$ cat src/rtl/spi_slave_cfg.sv
// SPI slave bridging an external MCU master to the internal bus fabric.
// Full-duplex word transfer in any CPOL/CPHA mode; SCLK is oversampled and edge-detected in the clk domain.
module spi_slave_cfg #(
  parameter int                   DATA_SIZE   = 16,
  parameter bit                   CPOL        = 1'b0,
  parameter bit                   CPHA        = 1'b0,
  parameter bit                   MSB_FIRST   = 1'b1,
  parameter int                   SYNC_STAGES = 2,
  parameter logic [DATA_SIZE-1:0] IDLE_WORD   = '0
) (
  input  logic                 clk,
  input  logic                 rst_n,
  input  logic                 spi_sclk,
  input  logic                 spi_cs_n,
  input  logic                 spi_mosi,
  output logic                 spi_miso,
  output logic                 spi_miso_oe,
  output logic [DATA_SIZE-1:0] rx_data,
  output logic                 rx_valid,
  input  logic                 rx_ready,
  output logic                 rx_overrun,
  input  logic [DATA_SIZE-1:0] tx_data,
  input  logic                 tx_valid,
  output logic                 tx_ready,
  output logic                 tx_underrun,
  output logic                 busy,
  output logic [0:0]           dbg_state
);

  localparam int             CW   = $clog2(DATA_SIZE);
  localparam logic [CW-1:0]  LAST = CW'(DATA_SIZE - 1);

  typedef enum logic {
    S_IDLE   = 1'b0,
    S_ACTIVE = 1'b1
  } state_t;

  // Bit that goes on the wire first for a given word.
  function automatic logic first_bit(input logic [DATA_SIZE-1:0] w);
    return MSB_FIRST ? w[DATA_SIZE-1] : w[0];
  endfunction

  logic [SYNC_STAGES-1:0] r_sclk_sync;
  logic [SYNC_STAGES-1:0] r_cs_sync;
  logic [SYNC_STAGES-1:0] r_mosi_sync;
  logic                   r_sclk_hist;
  logic                   r_cs_hist;

  logic                   w_sclk_s;
  logic                   w_cs_s;
  logic                   w_mosi_s;
  logic                   w_sclk_edge;
  logic                   w_lead;
  logic                   w_trail;
  logic                   w_sample;
  logic                   w_shift;
  logic                   w_cs_fall;
  logic                   w_cs_rise;

  state_t                 r_state;
  state_t                 w_state_nxt;
  logic                   w_entry;
  logic                   w_abort;

  logic [CW-1:0]          r_bit_cnt;
  logic                   w_act_sample;
  logic                   w_act_shift;
  logic                   w_word_done;
  logic                   w_load;

  logic [DATA_SIZE-1:0]   r_rx_shift;
  logic [DATA_SIZE-1:0]   w_rx_next;
  logic [DATA_SIZE-1:0]   r_rx_data;
  logic                   r_rx_valid;
  logic                   r_rx_overrun;

  logic [DATA_SIZE-1:0]   r_tx_hold;
  logic                   r_hold_full;
  logic [DATA_SIZE-1:0]   r_tx_word;
  logic [DATA_SIZE-1:0]   w_load_word;
  logic                   w_tx_accept;
  logic                   r_tx_underrun;
  logic [CW-1:0]          w_tx_idx;
  logic                   r_miso;

  // ---------------------------------------------------------------------
  // Input synchronisers and edge detection
  // ---------------------------------------------------------------------
  always_ff @(posedge clk or negedge rst_n) begin
    if (!rst_n) begin
      r_sclk_sync <= '0;
      r_cs_sync   <= '0;
      r_mosi_sync <= '0;
      r_sclk_hist <= 1'b0;
      r_cs_hist   <= 1'b0;
    end else begin
      r_sclk_sync <= {r_sclk_sync[SYNC_STAGES-2:0], spi_sclk};
      r_cs_sync   <= {r_cs_sync[SYNC_STAGES-2:0], spi_cs_n};
      r_mosi_sync <= {r_mosi_sync[SYNC_STAGES-2:0], spi_mosi};
      r_sclk_hist <= w_sclk_s;
      r_cs_hist   <= w_cs_s;
    end
  end

  assign w_sclk_s    = r_sclk_sync[SYNC_STAGES-1];
  assign w_cs_s      = r_cs_sync[SYNC_STAGES-1];
  assign w_mosi_s    = r_mosi_sync[SYNC_STAGES-1];

  // Leading edge leaves the idle level, trailing edge returns to it.
  assign w_sclk_edge = w_sclk_s ^ r_sclk_hist;
  assign w_lead      = w_sclk_edge & (w_sclk_s != CPOL);
  assign w_trail     = w_sclk_edge & (w_sclk_s == CPOL);
  assign w_sample    = CPHA ? w_trail : w_lead;
  assign w_shift     = CPHA ? w_lead  : w_trail;
  assign w_cs_fall   = r_cs_hist & ~w_cs_s;
  assign w_cs_rise   = ~r_cs_hist & w_cs_s;

  // ---------------------------------------------------------------------
  // Frame FSM
  // ---------------------------------------------------------------------
  always_ff @(posedge clk or negedge rst_n) begin
    if (!rst_n) begin
      r_state <= S_IDLE;
    end else begin
      r_state <= w_state_nxt;
    end
  end

  always_comb begin
    w_state_nxt = r_state;
    w_entry     = 1'b0;
    w_abort     = 1'b0;
    case (r_state)
      S_IDLE: begin
        if (w_cs_fall) begin
          w_state_nxt = S_ACTIVE;
          w_entry     = 1'b1;
        end
      end
      S_ACTIVE: begin
        if (w_cs_rise) begin
          w_state_nxt = S_IDLE;
          w_abort     = 1'b1;
        end
      end
      default: w_state_nxt = S_IDLE;
    endcase
  end

  assign w_act_sample = (r_state == S_ACTIVE) & ~w_cs_rise & w_sample;
  assign w_act_shift  = (r_state == S_ACTIVE) & ~w_cs_rise & w_shift;
  assign w_word_done  = w_act_sample & (r_bit_cnt == LAST);
  assign w_load       = w_entry | w_word_done;

  always_ff @(posedge clk or negedge rst_n) begin
    if (!rst_n) begin
      r_bit_cnt <= '0;
    end else if (w_entry || w_abort || w_word_done) begin
      r_bit_cnt <= '0;
    end else if (w_act_sample) begin
      r_bit_cnt <= r_bit_cnt + 1'b1;
    end
  end

  // ---------------------------------------------------------------------
  // Receive path
  // Valid/ready: a word transfers on any clk where valid and ready are both
  // high; valid, once raised, holds with stable data until that transfer.
  // ---------------------------------------------------------------------
  assign w_rx_next = MSB_FIRST ? {r_rx_shift[DATA_SIZE-2:0], w_mosi_s}
                               : {w_mosi_s, r_rx_shift[DATA_SIZE-1:1]};

  always_ff @(posedge clk or negedge rst_n) begin
    if (!rst_n) begin
      r_rx_shift <= '0;
    end else if (w_entry || w_abort) begin
      r_rx_shift <= '0;
    end else if (w_act_sample) begin
      r_rx_shift <= w_rx_next;
    end
  end

  always_ff @(posedge clk or negedge rst_n) begin
    if (!rst_n) begin
      r_rx_data    <= '0;
      r_rx_valid   <= 1'b0;
      r_rx_overrun <= 1'b0;
    end else begin
      r_rx_overrun <= w_word_done & r_rx_valid & ~rx_ready;
      if (w_word_done && (!r_rx_valid || rx_ready)) begin
        r_rx_data  <= w_rx_next;
        r_rx_valid <= 1'b1;
      end else if (r_rx_valid && rx_ready) begin
        r_rx_valid <= 1'b0;
      end
    end
  end

  // ---------------------------------------------------------------------
  // Transmit path: holding register feeds the active word at each load
  // ---------------------------------------------------------------------
  assign w_tx_accept = tx_valid & ~r_hold_full;
  assign w_load_word = r_hold_full ? r_tx_hold : IDLE_WORD;

  always_ff @(posedge clk or negedge rst_n) begin
    if (!rst_n) begin
      r_tx_hold     <= '0;
      r_hold_full   <= 1'b0;
      r_tx_word     <= '0;
      r_tx_underrun <= 1'b0;
    end else begin
      r_tx_underrun <= w_load & ~r_hold_full;
      r_hold_full   <= w_tx_accept | (r_hold_full & ~w_load);
      if (w_tx_accept) begin
        r_tx_hold <= tx_data;
      end
      if (w_load) begin
        r_tx_word <= w_load_word;
      end
    end
  end

  // Wire position k of the word lives at bit k (LSB first) or bit N-1-k.
  assign w_tx_idx = MSB_FIRST ? (LAST - r_bit_cnt) : r_bit_cnt;

  // CPHA=0 presents bit 0 at load time, so the shift edge with bit_cnt==0
  // (the one following the last sample) must not advance the output.
  always_ff @(posedge clk or negedge rst_n) begin
    if (!rst_n) begin
      r_miso <= first_bit(IDLE_WORD);
    end else if (w_abort) begin
      r_miso <= first_bit(IDLE_WORD);
    end else if (w_load && !CPHA) begin
      r_miso <= first_bit(w_load_word);
    end else if (w_act_shift && (CPHA || (r_bit_cnt != '0))) begin
      r_miso <= r_tx_word[w_tx_idx];
    end
  end

  // ---------------------------------------------------------------------
  // Outputs
  // ---------------------------------------------------------------------
  assign spi_miso    = r_miso;
  assign spi_miso_oe = (r_state == S_ACTIVE);
  assign busy        = (r_state == S_ACTIVE);
  assign rx_data     = r_rx_data;
  assign rx_valid    = r_rx_valid;
  assign rx_overrun  = r_rx_overrun;
  assign tx_ready    = ~r_hold_full;
  assign tx_underrun = r_tx_underrun;
  assign dbg_state   = r_state;

endmodule
$ cat config.mk
export PLATFORM = sky130hd
export DESIGN_NAME = spi_slave_cfg
export DESIGN_NICKNAME = d
export VERILOG_FILES = /design/src/rtl/spi_slave_cfg.sv
export SDC_FILE = /design/constraint.sdc
export NUM_CORES = 1
export LEC_CHECK = 0
export ABC_AREA = 1
export CAP_MARGIN = 20
export CORE_MARGIN = 4
export CORE_UTILIZATION = 35
export DETAILED_ROUTE_END_ITERATION = 12
export MAX_ROUTING_LAYER = met4
export PLACE_DENSITY = 0.61
export SLEW_MARGIN = 20
export SYNTH_ARGS = -nofsm -noshare
export SYNTH_HDL_FRONTEND = slang
export SYNTH_SLANG_ARGS = --single-unit
$ cat constraint.sdc
create_clock -name clk -period 1.9 [get_ports clk]
set_input_delay 0.38 -clock clk [delete_from_list [all_inputs] [get_ports clk]]
set_output_delay 0.38 -clock clk [all_outputs]
set_load 0.005 [all_outputs]
======== Yosys cells after proc, flatten, opt, wreduce, memory -nomap -nowiden ========
Cells that the tools add are included.
word-level totals
  register bits after elaboration ......... 81
operators by class
  magnitude comparators ................... 1
  equality and inequality tests ........... 1
  reductions and logical operators ........ 12
  bitwise gates (word level) .............. 24
  add/sub/neg operators ................... 2
  mux-type cells .......................... 18
operators by type and width
  cell                 number
  $mux 15              2
  $mux 16              1
  $and 1x1->1          13
  $mux 1               11
  $mux 4               2
  $not 1->1            8
  $reduce_bool 2->1    3
  $lt 4x5->1 const B   1
  $add 4x1->4 const B  1
  $bmux 1 s4           1
  $eq 4x4->1 const B   1
  $reduce_bool 4->1    1
  $sub 4x4->4 const A  1
  $logic_and 1x1->1    3
  $logic_or 1x1->1     3
  $reduce_bool 3->1    1
  $or 1x1->1           2
  $pmux 1 s2           1
  $logic_not 1->1      1
  $xor 1x1->1          1

======== Logic depth before layout (Yosys ltp) ========
  depth in word-level cells ............... 10
  depth in mapped cells ................... 13

======== Worst setup path before layout ========
Ideal clock, no wire load.
  path type ............................... reg2reg
  start ................................... register r_bit_cnt[1]
  end ..................................... register r_miso (netlist: spi_miso)
  data arrival time ....................... 1.267 ns
  slack ................................... 0.517 ns
  stages on the path, launching flop included .. 12
  data required time ...................... 1.783 ns
  buffers on the path ..................... 1
  cell sequence ........................... dfrtp_1 > ha_1 > inv_1 > nor2_2 > nand3_2 > buf_6 > nand2_8 > nor2_1 > nand2_1 > nand2_1 > nand2_1 > nand2_1
between the ends
  word-level cells in the longest chain between the ends .. 6
  elaborated cells on any way between the ends .. 12
  those cells by class .................... add/sub (1); eq/ne (1); mux (5); bitwise (2); reduce/logical (3)
ends and longest elaborated chain
  element                       line  RTL
  start, declared               65    logic [CW-1:0] r_bit_cnt;
  start signal, assigned        161   r_bit_cnt <= r_bit_cnt + 1'b1;
  $sub 4x4->4                   224   assign w_tx_idx = MSB_FIRST ? (LAST - r_bit_cnt) : r_bit_cnt;
  $bmux 1 s4                    236   r_miso <= r_tx_word[w_tx_idx];
  $mux 1 (not written as such)  236
  $mux 1                        235   end else if (w_act_shift && (CPHA || (r_bit_cnt != '0))) begin
  $mux 1                        233   end else if (w_load && !CPHA) begin
  $mux 1                        231   end else if (w_abort) begin
  end signal, assigned          232   r_miso <= first_bit(IDLE_WORD);
  end signal, assigned          234   r_miso <= first_bit(w_load_word);
  end signal, assigned          236
  end, declared                 84    logic r_miso;
Parallel ways exist; a longest one is shown, timed or not. The select of a mux whose other input is x is not followed.
A chain may end at the register's enable or synchronous reset.

======== Worst setup path in the final report ========
  start ................................... register r_hold_full
  end ..................................... output tx_ready
between the ends
  word-level cells in the longest chain between the ends .. 1
ends and longest elaborated chain
  element                 line  RTL
  start, declared         78    logic r_hold_full;
  start signal, assigned  213   r_hold_full <= w_tx_accept | (r_hold_full & ~w_load);
  $not 1->1               249   assign tx_ready = ~r_hold_full;
  end, declared           24    output logic tx_ready,
No other way between the ends.

==> flow_summary_export.csv <==
group,metric,value,unit
run_status,status,"finished, final reports clean",
timing,clock_skew,8.995,ps
synthesis,netlist_area,0.003420,mm2
floorplan,die_h,106.8,um
synthesis,ys_seq_elements,81,
synthesis,synth_largest_area_cell,"dfrtp_1",
global_route,gr-usage-met3,3.974,%
placed_design,dp.final_hpwl,4.293,mm
global_route,grt_first_pass_wirelength,10.92,mm
synthesis,synth-edff-count,0,
clocking,clk_latency,340,ps
placed_design,port_buffers,46,
timing,setup_viol,0,
critical_path,slowest_stage,"clkdlybuf4s50_1",
floorplan,pin_count,47,
clocking,clk_path_buf_depth,2,
timing,rsz0062_at_grt,"no",
worst_hold_path,hp-start,"r_sclk_sync[0]",
clocking,path_clk_slew,80,ps
timing,hold_viol,0,
power,switching_share,29.82,%
synthesis,synthArstFlopShare,100.0,%
critical_path,worstPathArrival,1340,ps
flow_run,cap_violations,0,
power,pwr-share-comb,23.9,%
critical_path,slowest_delay,510,ps
route,detail_route.wl_per_cell,11.77,um
final_layout,layout_common_cells,"81 x dfrtp_1, 53 x nand2_1, 49 x nand3_1",
route,vias,2349,
timing,fin_crit,1720,ps
timing,period_share,90.53,%
clocking,numCtsBuffers,9,
critical_path,crit_fanout,3,
global_route,busiest_layer,"met2",
global_route,antenna_found_initial,0,
synthesis,yosysSeqAreaShare,59.28,%
global_route,met1_usage,15.33,%
final_layout,syn2layout_area_growth,22.47,%
timing,fmax,581.4,MHz
power,p_sw,1.444,mW
critical_path,r2r-start,"r_bit_cnt[1]",
power,powerDensity,1156,mW/mm2
route,drc,0,
global_route,grt.overflow.total,0,
critical_path,cp-end-kind,"output pin",
route,drt_iter0_markers,101,
synthesis,synth_flop_cell,"dfrtp_1",
final_layout,fin_util,44.69,%
floorplan,core-area,0.009371,mm2
critical_path,cp-start-kind,"register",
floorplan,initial_core_util,36.49,%
timing,report.final.slew_viol_count,0,
power,clock_power_share,28.1,%
route,ant_nets,0,
timing,relSlewSlack,74.89,%
synthesis,synth_nets,366,
route,dr.pass1.iters,4,
final_layout,antennaDiodeCount,0,
power,peakVddDrop,0.0006530,V
synthesis,synth_top_area_share,59.28,%
clocking,root_buffer,"clkbuf_8",
synthesis,synth.area.top_cells,"dfrtp_1 59%, nand3_1 7.2%, nand2_1 5.8%",
synthesis,yosys_warnings,0,
critical_path,worstPathCellList,"inv_1, clkdlybuf4s50_1",
power,finalPower,4.841,mW
power,intPower,3.397,mW
worst_hold_path,hold_depth,0,
floorplan,die_area,0.01142,mm2
route,via_per_inst,4.509,
critical_path,crit_start,"r_hold_full",
final_layout,final_common_cell,"dfrtp_1",
final_layout,finalNetCount,413,
global_route,grt_usage,12.11,%
clocking,cts_htree_levels,3,
global_route,grt_max_degree,53,
power,pwr-share-seq,48.0,%
critical_path,reg2regPathDepth,8,
worst_hold_path,hold_class,"register to register",
final_layout,drive_gt1_share,15.05,%
synthesis,ys_types,28,
synthesis,syn_area_per_cell,10.03,um2
clocking,cts_sinks,81,
global_route,first_global_vias,2353,
global_route,use_met2,18.93,%
critical_path,crit_required,1520,ps
clocking,cts_tree,"built",
power,leakage,1.917,nW
placed_design,place.gp.congestion,0.8228,
floorplan,die_w,106.8,um
synthesis,syn_inst,341,
timing,tightest_slew,376.7,ps
critical_path,worstSetupPathType,"register to output pin",
route,drt-total-wl,6.133,mm
timing,tns,0,ps
floorplan,rows,35,
==> power by group through the flow <==
stage	logic [mW]	registers (mW)	clock network [mW]
6_report	1.16	2.32	1.36
5_1_grt	1.33	2.38	1.48
2_1_floorplan	0.913	2.29	0
3_5_place_dp	1.17	2.36	0
4_1_cts	1.18	2.33	1.40
3_3_place_gp	1.15	2.35	0
==> timing repair <==
item	in CTS	in global routing
hold buffers	1	0
setup endpoints to repair	0	16
resized for setup	0	1
buffers inserted	0	0
endpoints found under the hold margin	29	0
==> cells in the mapped netlist, types with 2 or more instances <==
library cell  instances
dfrtp_1              81
ha_1                  2
o21ai_1              26
inv_2                 5
a21oi_1              11
buf_6                 5
buf_4                 5
nand3_2               2
buf_2                 4
buf_1                 2
nand3_1              49
o21ai_0               8
o21ai_2               8
nor3_1                2
nand2_4               3
nand2_2               6
nor2_1               14
nor3_2                2
o22ai_1               2
inv_1                37
mux2_2                8
nand2_1              53
==> registers in the layout, indices dropped and copies added, names as in the netlist, 2 cells and up <==
name	count
r_tx_hold	16
r_tx_word	16
r_sclk_sync	2
r_cs_sync	2
rx_data	16
r_rx_shift	15
r_bit_cnt	4
r_mosi_sync	2
==> stage by stage <==
| step | hold WS (ps) | worst slack [ps] | instance area [um2] | cells |
|---|---|---|---|---|
| final | 347.0 | 179.9 | 4188 | 521 |
| after global routing | 352.8 | 87.73 | 4188 | 521 |
| after CTS | 352.8 | 95.80 | 4183 | 521 |
| after detailed placement | 333.4 | 100.4 | 3955 | 505 |
| after global placement | 332.1 | 153.0 | 3955 | 505 |
| after floorplan | 84.41 | 516.7 | 3420 | 341 |
==> logic make-up after synthesis <==
family                     synth area share, %
buffers and inverters                    8.745
xor gates and xnor gates                0.2562
and+or+nand+nor                          19.36
adders and majority gates               0.7317
muxes                                    2.635
AOI/OAI and AO/OA                        9.001
DFF                                      59.28
==> final timing paths <==
check	to	slack (ps)
max	tx_ready	180
min	r_sclk_sync[1]	350
max reg2reg	rx_data[6]	270
min reg2reg	r_sclk_sync[1]	350
max in group asynchronous	r_tx_word[6]	800
min in group asynchronous	r_rx_shift[11]	500
==> layout make-up <==
cell class,instances,area (um2)
well taps,129,161.4
clock buffers,10,137.6
clock inverters,5,80.08
inverters,42,157.7
flip-flops and latches,81,2027
multi-input cells,201,1099
repair buffers,53,525.5
fillers,946,5184
==> critical path: cells and delay by family (launching register included) <==
| family | cells | cell delay [ps] |
|---|---|---|
| flip-flops | 1 | 380 |
| buffers and inverters | 2 | 610 |
==> layer usage <==
metal,vias up,routed length [um]
met5,-,0
met4,0,42
met3,5,319
met2,45,2844
met1,1103,2925
li1,1196,-
Note: power is estimated with default switching activity, not from simulation.
